$ cat config.mk
export PLATFORM = sky130hd
export DESIGN_NAME = alu_exec_unit
export DESIGN_NICKNAME = d
export VERILOG_FILES = /design/src/rtl/alu_pkg.sv /design/src/rtl/alu_mul_seq.sv /design/src/rtl/alu_exec_unit.sv
export SDC_FILE = /design/constraint.sdc
export NUM_CORES = 1
export LEC_CHECK = 0
export CORE_MARGIN = 3
export CORE_UTILIZATION = 40
export CTS_CLUSTER_SIZE = 14
export DETAILED_ROUTE_END_ITERATION = 6
export PLACE_DENSITY_LB_ADDON = 0.2
export SETUP_SLACK_MARGIN = 0.05
export SKIP_LAST_GASP = 1
export SLEW_MARGIN = 20
export SYNTH_ARGS = -nofsm -noshare
export SYNTH_HDL_FRONTEND = slang
export SYNTH_SLANG_ARGS = --single-unit
$ cat constraint.sdc
create_clock -name clk -period 3.8 [get_ports clk]
set_input_delay 0.57 -clock clk [delete_from_list [all_inputs] [get_ports clk]]
set_output_delay 0.57 -clock clk [all_outputs]
set_load 0.05 [all_outputs]
$ cat src/rtl/alu_pkg.sv
// alu_pkg: operation codes and FSM state type shared by the ALU decoder and control
package alu_pkg;
  localparam logic [2:0] OP_ADD = 3'b000;
  localparam logic [2:0] OP_SUB = 3'b001;
  localparam logic [2:0] OP_AND = 3'b010;
  localparam logic [2:0] OP_OR  = 3'b011;
  localparam logic [2:0] OP_MUL = 3'b100;
  localparam logic [2:0] OP_SLT = 3'b101;
  typedef enum logic [1:0] {IDLE, BUSY, DONE} state_t;
endpackage

$ cat src/rtl/alu_mul_seq.sv
// alu_mul_seq: unsigned shift-add multiplier, one bit per cycle; ports clk, rst_n, start, a, b in, done (last step this cycle), product (low WIDTH bits) out; built only with ALU_MUL_EN
`ifdef ALU_MUL_EN
module alu_mul_seq #(
  parameter int WIDTH = 32
) (
  input  logic             clk,
  input  logic             rst_n,
  input  logic             start,
  input  logic [WIDTH-1:0] a,
  input  logic [WIDTH-1:0] b,
  output logic             done,
  output logic [WIDTH-1:0] product
);
  localparam int CW = $clog2(WIDTH + 1);
  logic [CW-1:0] cnt;
  logic [WIDTH-1:0] acc, mc, mp;
  logic busy;
  assign product = acc + (mp[0] ? mc : '0);
  assign done = busy && cnt == CW'(WIDTH - 1);
  always_ff @(posedge clk) begin
    if (!rst_n) begin
      busy <= 1'b0;
      cnt <= '0;
      acc <= '0;
      mc <= '0;
      mp <= '0;
    end else if (start) begin
      busy <= 1'b1;
      cnt <= '0;
      acc <= '0;
      mc <= a;
      mp <= b;
    end else if (busy) begin
      busy <= !done;
      cnt <= cnt + 1'b1;
      acc <= product;
      mc <= mc << 1;
      mp <= mp >> 1;
    end
  end
endmodule
`endif

$ cat src/rtl/alu_exec_unit.sv
// alu_exec_unit: handshaked ALU (add/sub/and/or/slt, optional multi-cycle mul under ALU_MUL_EN); ports clk, rst_n, in_valid/in_ready, alu_control, src_a, src_b, out_valid/out_ready, result, zero
module alu_exec_unit
  import alu_pkg::*;
#(
  parameter int WIDTH = 32
) (
  input  logic             clk,
  input  logic             rst_n,
  input  logic             in_valid,
  output logic             in_ready,
  input  logic [2:0]       alu_control,
  input  logic [WIDTH-1:0] src_a,
  input  logic [WIDTH-1:0] src_b,
  output logic             out_valid,
  input  logic             out_ready,
  output logic [WIDTH-1:0] result,
  output logic             zero
);
  state_t state, state_nx;
  logic accept, is_mul, mul_done;
  logic [WIDTH-1:0] alu_res, mul_res;
  assign in_ready = rst_n && (state == IDLE || (state == DONE && out_ready));
  assign accept = in_valid && in_ready;
  assign out_valid = state == DONE;
  assign zero = result == '0;
`ifdef ALU_MUL_EN
  assign is_mul = alu_control == OP_MUL;
  alu_mul_seq #(.WIDTH(WIDTH)) u_mul (
    .clk(clk),
    .rst_n(rst_n),
    .start(accept && is_mul),
    .a(src_a),
    .b(src_b),
    .done(mul_done),
    .product(mul_res)
  );
`else
  assign is_mul = 1'b0;
  assign mul_done = 1'b0;
  assign mul_res = '0;
`endif
  always_comb begin
    alu_res = alu_control == OP_ADD ? src_a + src_b :
              alu_control == OP_SUB ? src_a - src_b :
              alu_control == OP_AND ? src_a & src_b :
              alu_control == OP_OR  ? src_a | src_b :
              alu_control == OP_SLT ? WIDTH'($signed(src_a) < $signed(src_b)) : '0;
  end
  always_comb begin
    state_nx = state;
    state_nx = accept ? (is_mul ? BUSY : DONE) :
               (state == BUSY && mul_done) ? DONE :
               (state == DONE && out_ready) ? IDLE : state;
  end
  always_ff @(posedge clk) begin
    if (!rst_n) begin
      state <= IDLE;
      result <= '0;
    end else begin
      state <= state_nx;
      if (accept && !is_mul) result <= alu_res;
      else if (mul_done) result <= mul_res;
    end
  end
endmodule

==> impl_metrics.env <==
export IMPL_cts_resized=0
export IMPL_reg2reg_slack_ns=1.84
export IMPL_grt_overflow_total=0
export IMPL_endpoint_kind="flop"
export IMPL_clkLatencyLatePin_ns=0.29
export IMPL_final_cells=1188
export IMPL_maxCapViolCount=0
export IMPL_reg2reg_depth=7
export IMPL_peakVddDrop_mv=0.1312
export IMPL_crit_family="compound AO/OA/AOI/OAI gates"
export IMPL_grt_use_total_pct=24.74
export IMPL_fmax_ghz=0.2826
export IMPL_async_reset_ff_share_pct=0
export IMPL_finalWirelength_um=21480
export IMPL_ant_nets=0
export IMPL_synth_edf_count=0
export IMPL_synth_cell_type_count=90
export IMPL_clockBufferDepth=2
export IMPL_drtIter0Drc=642
export IMPL_slowest_delay_ns=0.48
export IMPL_cts_buffers=5
export IMPL_power_frac_seq_pct=21.0
export IMPL_drt_pass1_iterations=5
export IMPL_antenna_found_initial=0
export IMPL_power_density_nw_per_um2=246.3
export IMPL_placed_cells=1180
export IMPL_clkPwrFrac_pct=20.9
export IMPL_die_w_um=130.7
export IMPL_p_switching_uw=858.1
export IMPL_postCtsSetupRepairBufs=0
export IMPL_status="finished, final reports clean"
export IMPL_crit_start="src_a[0]"
export IMPL_post_drt_wl_per_cell_um=18.08
export IMPL_rsz0062_at_grt="false"
export IMPL_yosysSeqAreaShare_pct=10.62
export IMPL_synthToLayoutAreaGrowth_pct=27.47
export IMPL_p_leak_uw=0.003588
export IMPL_via_count=6885
export IMPL_crit_buf_inv=2
export IMPL_synthFlopType="dfxtp_1"
export IMPL_clock_root_buffer="clkbuf_16"
export IMPL_finClkSkew_ns=0.003721
export IMPL_r2r_start="state[1]"
export IMPL_dieArea_um2=17090
export IMPL_drive_gt1_share_pct=10.96
export IMPL_fin_crit_ns=3.538
export IMPL_slew_headroom_pct=44.28
export IMPL_postSynthCellCount=873
export IMPL_synth_commonest_cells="ha_1 (96), inv_1 (96), a21oi_1 (78), nand2_1 (61), nor2_1 (61)"
export IMPL_combPwrFrac_pct=58.1
export IMPL_min_to="result[5]"
export IMPL_place_gp_congestion=0.9526
export IMPL_dp_hpwl_um=17090
export IMPL_crit_slowest_cell="clkdlybuf4s50_1"
export IMPL_grt_pass1_vias=6366
export IMPL_grt_pass1_wl_um=33650
export IMPL_grt_max_degree=35
export IMPL_synthTopCellsByArea="ha_1 (19%), dfxtp_1 (11%), a21oi_1 (6.3%), inv_1 (5.8%), o21ai_0 (4.5%)"
export IMPL_yosysWarnings=0
export IMPL_tritoncts="yes"
export IMPL_tns_ns=0
export IMPL_rr_endpoint="result[12]"
export IMPL_num_io_pins=106
export IMPL_yosysTopAreaCell="ha_1"
export IMPL_ctsHoldBuffers=0
export IMPL_ys_seq_elements=33
export IMPL_clock_sinks=33
export IMPL_syn_area_per_cell_um2=7.127
export IMPL_drc=0
export IMPL_nNetsFinal=1172
export IMPL_cts_clk_slew_worst_paths_ns=0.06
export IMPL_core_area_um2=14860
export IMPL_arrival_ns=3.72
export IMPL_initial_core_util_pct=41.86
export IMPL_hold_start="result[5]"
export IMPL_syn_num_nets=1042
export IMPL_h_tree_depth=2
export IMPL_worst_ep_required_time_ns=3.98
export IMPL_die_h_um=130.7
export IMPL_vias_per_cell=5.795
export IMPL_rows=44
export IMPL_cp_start_kind="primary input"
export IMPL_sw_frac_of_total_pct=43.92
export IMPL_max_slew_worst_pin_slew_ns=0.8327
export IMPL_slew_violations=0
export IMPL_synth_top_cell_area_share_pct=19.30
export IMPL_setup_violations=0
export IMPL_syn_area_um2=6222
export IMPL_cp_cell_sequence="clkdlybuf4s50_1 > inv_1 > ha_1 > fa_1 > o21ba_2 > or4_4 > o2bb2ai_2 > and3_4 > o21ai_0 > nand3b_1 > a31oi_1 > o22ai_1 > a22o_1"
export IMPL_min_path_cells=2
export IMPL_cp_max_fo=4
export IMPL_hp_class="flop to flop"
export IMPL_hold_viol=0
export IMPL_portBuffers=105
export IMPL_fin_crit_sh_pct=93.11
export IMPL_num_antenna_cells=0
export IMPL_critical_path_class="primary input to flop"
export IMPL_p_int_uw=1096
## stage by stage
step                      total power (uW)  utilization (%)  area, um2  hold WS [ns]  setup slack [ns]
final                                 1954            53.36       7931        0.4762            0.2618
after global routing                  2068            53.36       7931        0.4987           0.07666
after CTS                             1942            53.36       7931        0.4821            0.2865
after detailed placement              1533            52.42       7792        0.4723           0.01142
after global placement                1529            52.42       7792        0.4687           0.01605
after floorplan                       1132                -       6222        0.6830            0.6513
## logic make-up (layout without fill, tap and decap cells)
| kind of cell | Yosys count | in the layout | share of synthesized area, % |
|---|---|---|---|
| fa+ha+maj | 98 | 98 | 19.95 |
| xor+xnor | 29 | 29 | 4.082 |
| simple gates | 250 | 250 | 20.59 |
| compound gates | 304 | 304 | 33.70 |
| buf+inv | 149 | 280 | 9.431 |
| flops | 33 | 33 | 10.62 |
| mux | 10 | 10 | 1.629 |
## routing by layer
metal	vias to the layer above	routed length [um]	GRT usage [%]	share of wire, %
li1	3391	-	-	-
met1	3148	9716	34.44	45
met2	301	9542	39.63	44
met3	45	1620	3.089	7.5
met4	0	596	8.227	2.8
met5	-	0	0	0
## cells in the final DEF (no fill, tap or decap), drive strengths merged, types with 4 or more instances in the layout
cell type        n
a211oi          11
o31ai           11
nand2           61
a21o            22
o22ai            9
o21a             4
nor2            61
a221oi           8
o211ai           7
or2              5
nor4            13
ha              96
a22o             4
nor3            18
inv             97
xnor2           25
nand3           21
o21ai           66
clkbuf           6
a21oi           80
clkdlybuf4s50  103
buf             71
a2111oi          4
mux2i            9
a31oi            8
nand2b          15
o21bai          10
xor2             4
dfxtp           33
nor2b           14
a211o            5
and3             8
a22oi           22
or3              4
nand4           12
## layout make-up
| class | instances | area, um2 |
|---|---|---|
| clock buffer | 6 | 128.9 |
| clock inverter | 2 | 10.01 |
| fill | 1484 | 6933 |
| inverter | 98 | 367.9 |
| multi-input combinational | 691 | 4975 |
| sequential | 33 | 660.6 |
| tap | 184 | 230.2 |
| timing repair buffer | 174 | 1559 |
## power groups by stage
| stage | combinational (uW) | clock [uW] | sequential [uW] |
|---|---|---|---|
| floorplan | 626 | 0 | 506 |
| global placement | 1110 | 0 | 418 |
| detailed placement | 1120 | 0 | 417 |
| CTS | 1120 | 410 | 410 |
| global route | 1230 | 424 | 413 |
| finish | 1130 | 409 | 410 |
## flip-flops by register name, indices dropped and copies added (netlist names)
signal	cells
result	32
state	1
## worst min-delay path, cell delays in order (launching register included)
cell and delay (ns):
dfxtp_1 0.32, nand2_1 0.05, o21ai_0 0.06
## how the worst max path moves through the flow
stage                       endpoint  cells after the start
after floorplan           result[26]                     12
after global placement    result[20]                     13
after detailed placement  result[26]                     13
after CTS                 result[26]                     13
after global routing      result[25]                     12
final                     result[20]                     13
(Power assumes the default switching activity.)
